[config.mk]
export PLATFORM = sky130hd
export DESIGN_NAME = noc_output_port_arbiter
export DESIGN_NICKNAME = d
export VERILOG_FILES = /design/src/rtl/noc_config_pkg.sv /design/src/rtl/noc_round_robin_selector.sv /design/src/rtl/noc_output_port_arbiter.sv
export SDC_FILE = /design/constraint.sdc
export NUM_CORES = 1
export LEC_CHECK = 0
export ABC_AREA = 1
export CORE_AREA = 2 2 78 80
export DETAILED_ROUTE_END_ITERATION = 8
export DIE_AREA = 0 0 80 82
export DONT_BUFFER_PORTS = 1
export SLEW_MARGIN = 20
export SYNTH_ARGS = -nofsm -noshare
export SYNTH_HDL_FRONTEND = slang
export SYNTH_HIERARCHICAL = 1
export SYNTH_SLANG_ARGS = --single-unit
[constraint.sdc]
create_clock -name clk -period 5 [get_ports clk]
set_clock_uncertainty 0.1 [all_clocks]
set_input_delay 0.75 -clock clk [delete_from_list [all_inputs] [get_ports clk]]
set_output_delay 0.75 -clock clk [all_outputs]
set_load 0.01 [all_outputs]
[src/rtl/noc_config_pkg.sv]
// noc_config_pkg: shared NoC router types and constants
// Holds the requester index type, the port enum, the arbiter FSM states and the default enable mask.
package noc_config_pkg;
    localparam int MAX_REQUESTERS = 8;
    typedef logic [$clog2(MAX_REQUESTERS)-1:0] req_idx_t;
    typedef enum logic [2:0] {
        X_PLUS  = 3'd0,
        X_MINUS = 3'd1,
        Y_PLUS  = 3'd2,
        Y_MINUS = 3'd3,
        LOCAL   = 3'd4
    } port_e;
    typedef enum logic {
        ARB_IDLE    = 1'b0,
        ARB_GRANTED = 1'b1
    } arb_state_e;
    localparam logic [MAX_REQUESTERS-1:0] DEFAULT_AVAILABLE = '1;
endpackage

[src/rtl/noc_round_robin_selector.sv]
// noc_round_robin_selector: combinational rotating-priority encoder
// Ports: request (candidates), last (previous winner; scan starts at last+1),
//        grant (one-hot winner), index (winner index), any_valid (some request present).
module noc_round_robin_selector #(
    parameter int REQUESTERS = 5
) (
    input  logic [REQUESTERS-1:0]         request,
    input  logic [$clog2(REQUESTERS)-1:0] last,
    output logic [REQUESTERS-1:0]         grant,
    output logic [$clog2(REQUESTERS)-1:0] index,
    output logic                          any_valid
);
    localparam int IW = $clog2(REQUESTERS);
    // Scan from farthest to nearest so the nearest set bit after last wins.
    always_comb begin
        index     = '0;
        any_valid = 1'b0;
        for (int i = REQUESTERS; i >= 1; i--) begin
            if (request[(int'(last) + i) % REQUESTERS]) begin
                index     = IW'((int'(last) + i) % REQUESTERS);
                any_valid = 1'b1;
            end
        end
        grant = any_valid ? {{(REQUESTERS-1){1'b0}}, 1'b1} << index : '0;
    end
endmodule

[src/rtl/noc_output_port_arbiter.sv]
// noc_output_port_arbiter: wormhole round-robin arbiter for one router output port
// Ports: clk, rst (async, active-high), i_request (level per requester), i_free (owner release pulse),
//        o_grant (registered one-hot), o_owner (owner index, held while idle), o_busy (port owned).
module noc_output_port_arbiter
    import noc_config_pkg::*;
#(
    parameter int                    REQUESTERS           = 5,
    parameter logic [REQUESTERS-1:0] AVAILABLE_REQUESTERS = REQUESTERS'(DEFAULT_AVAILABLE)
) (
    input  logic                          clk,
    input  logic                          rst,
    input  logic [REQUESTERS-1:0]         i_request,
    input  logic [REQUESTERS-1:0]         i_free,
    output logic [REQUESTERS-1:0]         o_grant,
    output logic [$clog2(REQUESTERS)-1:0] o_owner,
    output logic                          o_busy
);
    localparam int OW = $clog2(REQUESTERS);
    arb_state_e            state, next_state;
    logic [REQUESTERS-1:0] req_eff, sel_grant, next_grant;
    logic [OW-1:0]         last, next_last, next_owner, sel_idx;
    logic                  sel_any, take;
    assign req_eff = i_request & AVAILABLE_REQUESTERS;
    // While granted, last equals the owner, so the owner is scanned last on re-arbitration.
    noc_round_robin_selector #(.REQUESTERS(REQUESTERS)) u_sel (
        .request   (req_eff),
        .last      (last),
        .grant     (sel_grant),
        .index     (sel_idx),
        .any_valid (sel_any)
    );
    always_comb begin
        take       = (state == ARB_IDLE) || i_free[o_owner];
        next_state = take ? (sel_any ? ARB_GRANTED : ARB_IDLE) : state;
        next_grant = take ? sel_grant : o_grant;
        next_owner = (take && sel_any) ? sel_idx : o_owner;
        next_last  = (take && sel_any) ? sel_idx : last;
    end
    always_ff @(posedge clk or posedge rst) begin
        if (rst) begin
            state   <= ARB_IDLE;
            o_grant <= '0;
            o_owner <= '0;
            last    <= OW'(REQUESTERS - 1);
        end else begin
            state   <= next_state;
            o_grant <= next_grant;
            o_owner <= next_owner;
            last    <= next_last;
        end
    end
    assign o_busy = (state == ARB_GRANTED);
endmodule

==> results, run 1 <==
- The cell at the slowest stage of the critical path is ha_1.
- The share of synthesized area in the top cell type comes to 16.0%.
- The routed wire length per instance is 11.7 um.
- The floorplan die width is 80 um.
- The floorplan step defined a die boundary enclosing 0.00656 mm^2.
- In this run the worst path has a maximum fanout of 8.
- In this run the cell area of the synthesized design comes to 0.00220 mm^2.
- The finished cells cover 0.00233 mm^2.
- The share of the clock period used by the worst path after layout is 82.5%.
- The total number of yosys warnings is 6.
- Buffers placed on the I/O ports in this run total 0.
- The synthesized design contains 0 enable-type register cells.
- The number of design rule violations left after detail routing is 0.
- The number of different library cells used by synthesis comes to 34.
- The final period demand of the worst path is 4.13 ns.
- The type of the tightest min-delay check is primary input to asynchronous set/reset pin.
- The post-detailed-placement cell area is 0.00228 mm^2.
- The total area inside the core boundary comes to 0.00575 mm^2.
- The endpoint of the most critical register-to-register path is o_grant[0]$_DFFE_PP0P_.
- For this run, the detailed router's first-pass iteration total came to 4.
- The initial antenna violation count is 0.
- The global-route usage over all layers is 16.1%.
- Synthesis produced 340 cells.
- TritonCTS built the clock tree.
- The number of nets in the finished design is 383.
- Once the floorplan was initialized, standard cells occupied 38.3% of the core.
- At the pin with the least slew margin, the transition time is 0.384 ns.
- The internal reg-to-reg setup slack is 0.87 ns.
- Ranked by total cell area, the synthesized netlist is headed by nand2_1 (16%), ha_1 (16%), nand3_1 (10%).
- After legalization and detailed placement, the total HPWL measured 4.06 mm.
- Tracing the worst setup path back leads to its startpoint at last[1]$_DFFE_PP0P_.
- Setup repair after global routing left no endpoint under its margin.
- After clock tree synthesis, the flow added hold-fix buffers numbering 0.
- The count of maximum capacitance violations is 0.
- The dominant cell type by area after synthesis is nand2_1.
- By instance count, the cell type seen most on the critical path is nand2_1.
- The post-synthesis sequential element count is 10.
- The remaining antenna violation count is 0.
- The highest clock frequency the design can meet is 242 MHz.
- Before CTS, the worst setup slack after placement is 0.866 ns.
- STA classifies the critical path endpoint as a flop.
- The share of post-route cells with drive strength above 1 is 19.6%.
- The flow ran to the end, and the final reports show no timing, DRC or antenna violations.
- In this run the core area contains 28 standard-cell rows.
- The endpoint required time on the critical path is 5.02 ns.
- Dividing the synthesized area by the synthesized cell count gives 6.48 um^2.
- The critical path data arrival time is 4.15 ns.
- The number of buffer and inverter instances along the worst setup path is 3.
- In this run the number of H-tree levels came out at 1.
- The clock buffer count from CTS is 3.
- The final weighted congestion in routability-driven placement is 0.906.
- Relative to the synthesized area, the layout overhead comes to 5.62%.
- The total placed cells including tap cells is 412.
- The final number of hold-violating endpoints is 0.
- The path depth of the worst reg2reg path is 25.
- Setup violations remaining at the end of the flow were counted as 0.
- The most used flip-flop cell after synthesis is dfrtp_1.
- The number of vias after detailed routing is 2064.
- Excluding fillers, the count of instances in the completed layout stands at 416.
- Clock-pin slew was measured on the worst setup and hold paths at 0.05 ns.
- The least setup slack across all paths after layout is 0.875 ns.
- The via count of the first global-routing pass is 1959.
- The total congestion overflow after global routing is 0.
- The number of top-level pins is 21.
- For this design, the sink count on the clock tree is 10.
- The total detailed-routing wirelength is 4.88 mm.
- The beginning of the worst register-to-register path is last[1]$_DFFE_PP0P_.
- The floorplan die height is 82 um.
- The number of antenna repair diodes is 0.
- The number of pins exceeding their max-slew limit in the final report came to 0.
- The fraction of the yosys area taken by sequential cells is 11.4%.
- The wire length of the first global-routing pass is 8.67 mm.
- The final-layout setup total negative slack is 0 ns.
- The number of post-CTS setup repair buffers is 0.
- The kind of cell adding the most delay to the critical path is simple AND/OR/NAND/NOR gates.
- Measured against its own limit, the worst slew margin works out to 74.3%.
- The worst-skew pair later-pin latency is 0.23 ns.
- The buffer type at the clock tree root is clkbuf_8.
- For this run, the slowest stage of the critical path takes 0.50 ns.
- The number of nets handed over by synthesis was 381.
- For this block, the initial DRC count from the detailed router was 79.
- The largest net degree at the start of global routing is 24.
- The critical path is of the flop to flop type.
- Of all flip-flops after synthesis, the portion carrying an async set or reset was 100%.
- The startpoint type of the worst setup path is a flop.
- The via count normalized by instance count is 4.96.
- The number of buffers on the longest clock path is 2.
- Gates resized during post-CTS repair numbered 0.
## per-stage QoR
step / utilization [%] / hold slack [ns]
3_5_place_dp: 39.7 / 0.467
4_1_cts: 40.5 / 0.289
2_1_floorplan: - / 0.418
5_1_grt: 40.5 / 0.296
6_report: 40.5 / 0.282
3_3_place_gp: 39.7 / 0.464
## kinds of logic after synthesis
kind of cell / count (synthesis) / synth area share [%]
buffers and inverters: 55 / 9.89
and+or+nand+nor: 218 / 52.7
AOI/OAI and AO/OA: 23 / 7.22
xor gates and xnor gates: 5 / 1.99
DFF: 10 / 11.4
adders and majority gates: 29 / 16.8
## cells in the mapped netlist, types with 2 or more instances
cell,number
nand3_1,46
nor2_1,15
o21ai_1,4
inv_1,45
nand2_1,94
nand2_4,7
nand3_4,2
o211ai_1,3
nand3_2,12
buf_4,3
or2_2,2
dfrtp_1,9
o21ai_0,5
xor2_1,5
nor3_1,2
a21oi_1,6
clkbuf_1,2
inv_2,5
nand2_2,24
ha_1,28
nand4_1,8
## cell type report
cell class                 count  area [um^2]
tap                           75         93.8
clock buffer                   4         45.0
fill                         625         3420
multi-input combinational    275         1730
timing repair buffer           2         15.0
sequential                    10          251
inverter                      50          188
## registers in the layout, summed over array words and instances, names as in the netlist
register	cells
o_busy	1
o_grant	5
last	3
o_owner	1
## how the worst max path moves through the flow
| stage | to | cells past startpoint | slack, ns |
|---|---|---|---|
| 2_1_floorplan | o_grant[0]$_DFFE_PP0P_ | 26 | 0.89 |
| 3_3_place_gp | o_grant[1]$_DFFE_PP0P_ | 31 | 0.89 |
| 3_5_place_dp | o_grant[0]$_DFFE_PP0P_ | 25 | 0.87 |
| 4_1_cts | o_grant[0]$_DFFE_PP0P_ | 25 | 0.85 |
| 5_1_grt | o_grant[0]$_DFFE_PP0P_ | 27 | 0.41 |
| 6_report | o_grant[0]$_DFFE_PP0P_ | 25 | 0.87 |
## metal layers
metal / share of wire [%] / GRT usage [%] / up-vias
met5: 0 / 0 / -
met4: 0.39 / 1.53 / 0
met3: 6.1 / 2.09 / 2
met1: 49 / 22.3 / 917
met2: 44 / 27.5 / 48
li1: - / - / 1097
## worst register-to-register path, delay by kind of cell (launching register included)
kind,cells,cell delay [ns]
simple gates,18,1.90
fa+ha+maj,3,0.96
buf+inv,3,0.43
flops,1,0.33
xor+xnor,1,0.30
## layout by cell type (no fill, tap or decap), types with 4 or more instances in the layout
cell type | netlist | routed
a21oi_1 | 6 | 6
nand2_4 | 7 | 7
xor2_1 | 5 | 5
dfrtp_1 | 9 | 9
nand3_2 | 12 | 12
ha_1 | 28 | 28
nand3_1 | 46 | 46
o21ai_1 | 4 | 4
nand4_1 | 8 | 8
nor2_1 | 15 | 15
inv_2 | 5 | 5
nand2_1 | 94 | 94
inv_1 | 45 | 45
o21ai_0 | 5 | 5
nand2_2 | 24 | 24
Power of run 1 is left out: the tool's default activity adds up to more than one toggle a clock period on the data nets, which glitch-free logic cannot reach.
==> run 2, diff against run 1 <==
==> constraint.sdc (replaced) <==
create_clock -name clk -period 3.3 [get_ports clk]
set_clock_uncertainty 0.1 [all_clocks]
set_input_delay 0.495 -clock clk [delete_from_list [all_inputs] [get_ports clk]]
set_output_delay 0.495 -clock clk [all_outputs]
set_load 0.01 [all_outputs]
==> results, run 2 (same netlist as run 1, synthesis figures left out) <==
- The final weighted congestion in routability-driven placement is 0.903 (-0.35%).
- The non-filler instance count after layout is 479 (+15%).
- The clock transition at the registers of the reported paths is 0.05 ns (about the same).
- The via count normalized by instance count came to 4.89 (-1.5%).
- The floorplan die area is 0.00656 mm^2 (unchanged).
- The routed wire length per instance is 12.1 um (+2.9%).
- The count of maximum capacitance violations is 0 (unchanged).
- The total placed cells including tap cells is 463 (+12%).
- The number of sinks handled by clock tree synthesis is 10 (unchanged).
- The met1 routing resource usage after global routing is 23.2% (+0.92 points).
- The largest registers in the layout are o_grant x5, last x3.
- The HPWL after detailed placement was 4.65 mm (+14%).
- Setup repair after global routing could not meet its margin everywhere.
- The buffer type at the clock tree root is clkbuf_8.
- The number of buffers on the longest clock path was 2 (unchanged).
- The number of vias after detailed routing was 2342 (+13%).
- The remaining antenna violation count came to 0 (unchanged).
- The final number of hold-violating endpoints is 0 (unchanged).
- The area of all placed cells without fillers is 0.00310 mm^2 (+33%).
- The run finished, with violations left.
- The number of fill cells came to 586 (-6.2%).
- In the layout the commonest cells are nand2_1 (77), buf_4 (63), inv_1 (39), nand3_1 (36), nand2_2 (32).
- TritonCTS built the clock tree.
- The number of top-level pins is 21 (unchanged).
- In this design, the critical path's most frequently occurring cell is nand2_4.
- The number of pins exceeding their max-slew limit in the final report is 0 (unchanged).
- The share of the clock period used by the worst path after layout is 110% (+28 points).
- The final design utilization was 54.0% (+14 points).
- The clock buffer count from CTS is 3 (unchanged).
- The number of nets in the finished design is 446 (+16%).
- The number of buffer cells added on primary ports is 0 (unchanged).
- The number of setup violations in the final report came to 10 (+10).
- The first-pass detailed-route iteration total is 4 (unchanged).
- The floorplan die height is 82 um (unchanged).
- The total detailed-routing wirelength is 5.78 mm (+18%).
- The number of design rule violations left after detail routing was 0 (unchanged).
- The type of the worst setup path is flop to flop.
- The global-route usage over all layers is 18.4% (+2.3 points).
- The endpoint required time on the critical path came to 3.37 ns (-1.65 ns).
- The most common cell after layout, fill and taps aside is nand2_1.
- The floorplan die width is 80 um (unchanged).
- The met2 demand-to-capacity share in global routing is 34.7% (+7.2 points).
- The number of H-tree levels is 1 (unchanged).
- The number of buffer and inverter instances along the worst setup path is 4 (+1).
- The kind of cell adding the most delay to the critical path is simple AND/OR/NAND/NOR gates.
- The type of the tightest min-delay check is primary input to asynchronous set/reset pin.
- The worst-skew pair later-pin latency is 0.24 ns (about the same).
- The most utilized layer in the global route result is met2.
- The worst max-slew margin expressed relative to the limit is 73.1% (-1.2 points).
- The standard cell core area was 0.00575 mm^2 (unchanged).
- The initial core utilization came to 38.3% (unchanged).
- The number of placement rows is 28 (unchanged).
- The cell at the slowest stage of the critical path is dfrtp_2.
- The number of antenna repair diodes is 0 (unchanged).
- The checks that failed: negative setup slack.
- The internal reg-to-reg setup slack came to -0.34 ns (-1.22 ns).
- The post-detailed-placement cell area is 0.00276 mm^2 (+21%).
- The setup slack after placement is -0.565 ns (-1.43 ns).
- The via count of the first global-routing pass is 2298 (+17%).
- The critical path data arrival time is 3.71 ns (-0.44 ns).
- The highest cell delay on the worst timing path is 0.41 ns (-0.09 ns).
- The total congestion overflow after global routing came to 0 (unchanged).
- The largest net degree at the start of global routing is 19 (-21%).
- The initial antenna violation count is 0 (unchanged).
- The number of DRC violations after detailed-routing iteration 0 is 109 (+38%).
- The final period demand of the worst path is 3.64 ns (-0.483 ns).
- STA classifies the critical path startpoint as a flop.
- The combined area of the multi-input logic cells is 0.00200 mm^2 (+16%).
- The area growth from synthesis to layout is 40.9%.
- The highest clock frequency the design can meet is 275 MHz (+13%).
- The type of element capturing the critical path is a flop.
- The least setup slack across all paths after layout is -0.342 ns (-1.22 ns).
- The met3 routing resource usage after global routing was 1.65% (-0.44 points).
- The register name with the most flops is o_grant.
- The combined flip-flop and latch cell area is 254 um^2 (+1.0%).
- The share of post-route cells with drive strength above 1 is 46.3% (+27 points).
- The wire length of the first global-routing pass is 9.83 mm (+13%).
- The peak fanout along the critical path came to 5 (-3).
- The number of flip-flops under the largest register name came to 5 (unchanged).
- The transition time of the tightest slew-check pin came to 0.403 ns (+0.0182 ns).
run 2: changes by cell type in the layout (fill, tap and decap cells not counted), moves of 8 or more:
cell	previous run	this run
nand2_2	24	32
nand2_4	7	15
nand3_1	46	36
nand3_2	12	20
nand2_1	94	77
buf_4	2	63
run 2: final timing paths:
| kind | startpoint | end | depth (start not counted) |
|---|---|---|---|
| max reg2reg | last[1]$_DFFE_PP0P_ | o_grant[2]$_DFFE_PP0P_ | 31 |
| min reg2reg | o_grant[4]$_DFFE_PP0P_ | o_grant[4]$_DFFE_PP0P_ | 2 |
| max in group asynchronous | rst | last[2]$_DFFE_PP1P_ | 1 |
| min | rst | o_owner[2]$_DFFE_PP0P_ | 1 |
| max | last[1]$_DFFE_PP0P_ | o_grant[2]$_DFFE_PP0P_ | 31 |
| min in group clk | o_grant[4]$_DFFE_PP0P_ | o_grant[4]$_DFFE_PP0P_ | 2 |
run 2: routing by layer:
layer,wire (um),vias up
met4,18,0
met1,2660,1084
met5,0,-
li1,-,1224
met2,2900,30
met3,198,4
run 2: final cells by class:
type | instances | area share, %
clock buffer | 4 | 1.77
inverter | 50 | 6.25
multi-input combinational | 275 | 64.5
sequential | 10 | 8.19
tap | 75 | 3.02
timing repair buffer | 65 | 16.2
run 2: worst register-to-register path, delay by kind of cell, from the launching register on:
family	cells	cell delay (ns)
XOR/XNOR	1	0.17
AND/OR/NAND/NOR	23	2.03
flip-flops	1	0.41
adder cells (fa/ha/maj)	3	0.53
buffers and inverters	4	0.34
run 2: per-stage QoR:
step	setup TNS (ns)	hold slack, ns
2_1_floorplan	-1.83	0.234
5_1_grt	-5.27	0.0669
3_5_place_dp	-4.57	0.292
6_report	-2.70	0.0311
4_1_cts	-1.95	0.0396
3_3_place_gp	-4.41	0.288
run 2: timing repair:
| action | CTS | global route |
|---|---|---|
| gates resized for setup | 31 | 23 |
| hold endpoints to repair | 0 | 0 |
| hold buffers | 0 | 0 |
| pin swaps | 27 | 11 |
| setup buffers | 9 | 3 |
| endpoints found under the setup margin | 10 | 10 |
Power of run 2 is left out for the same reason.
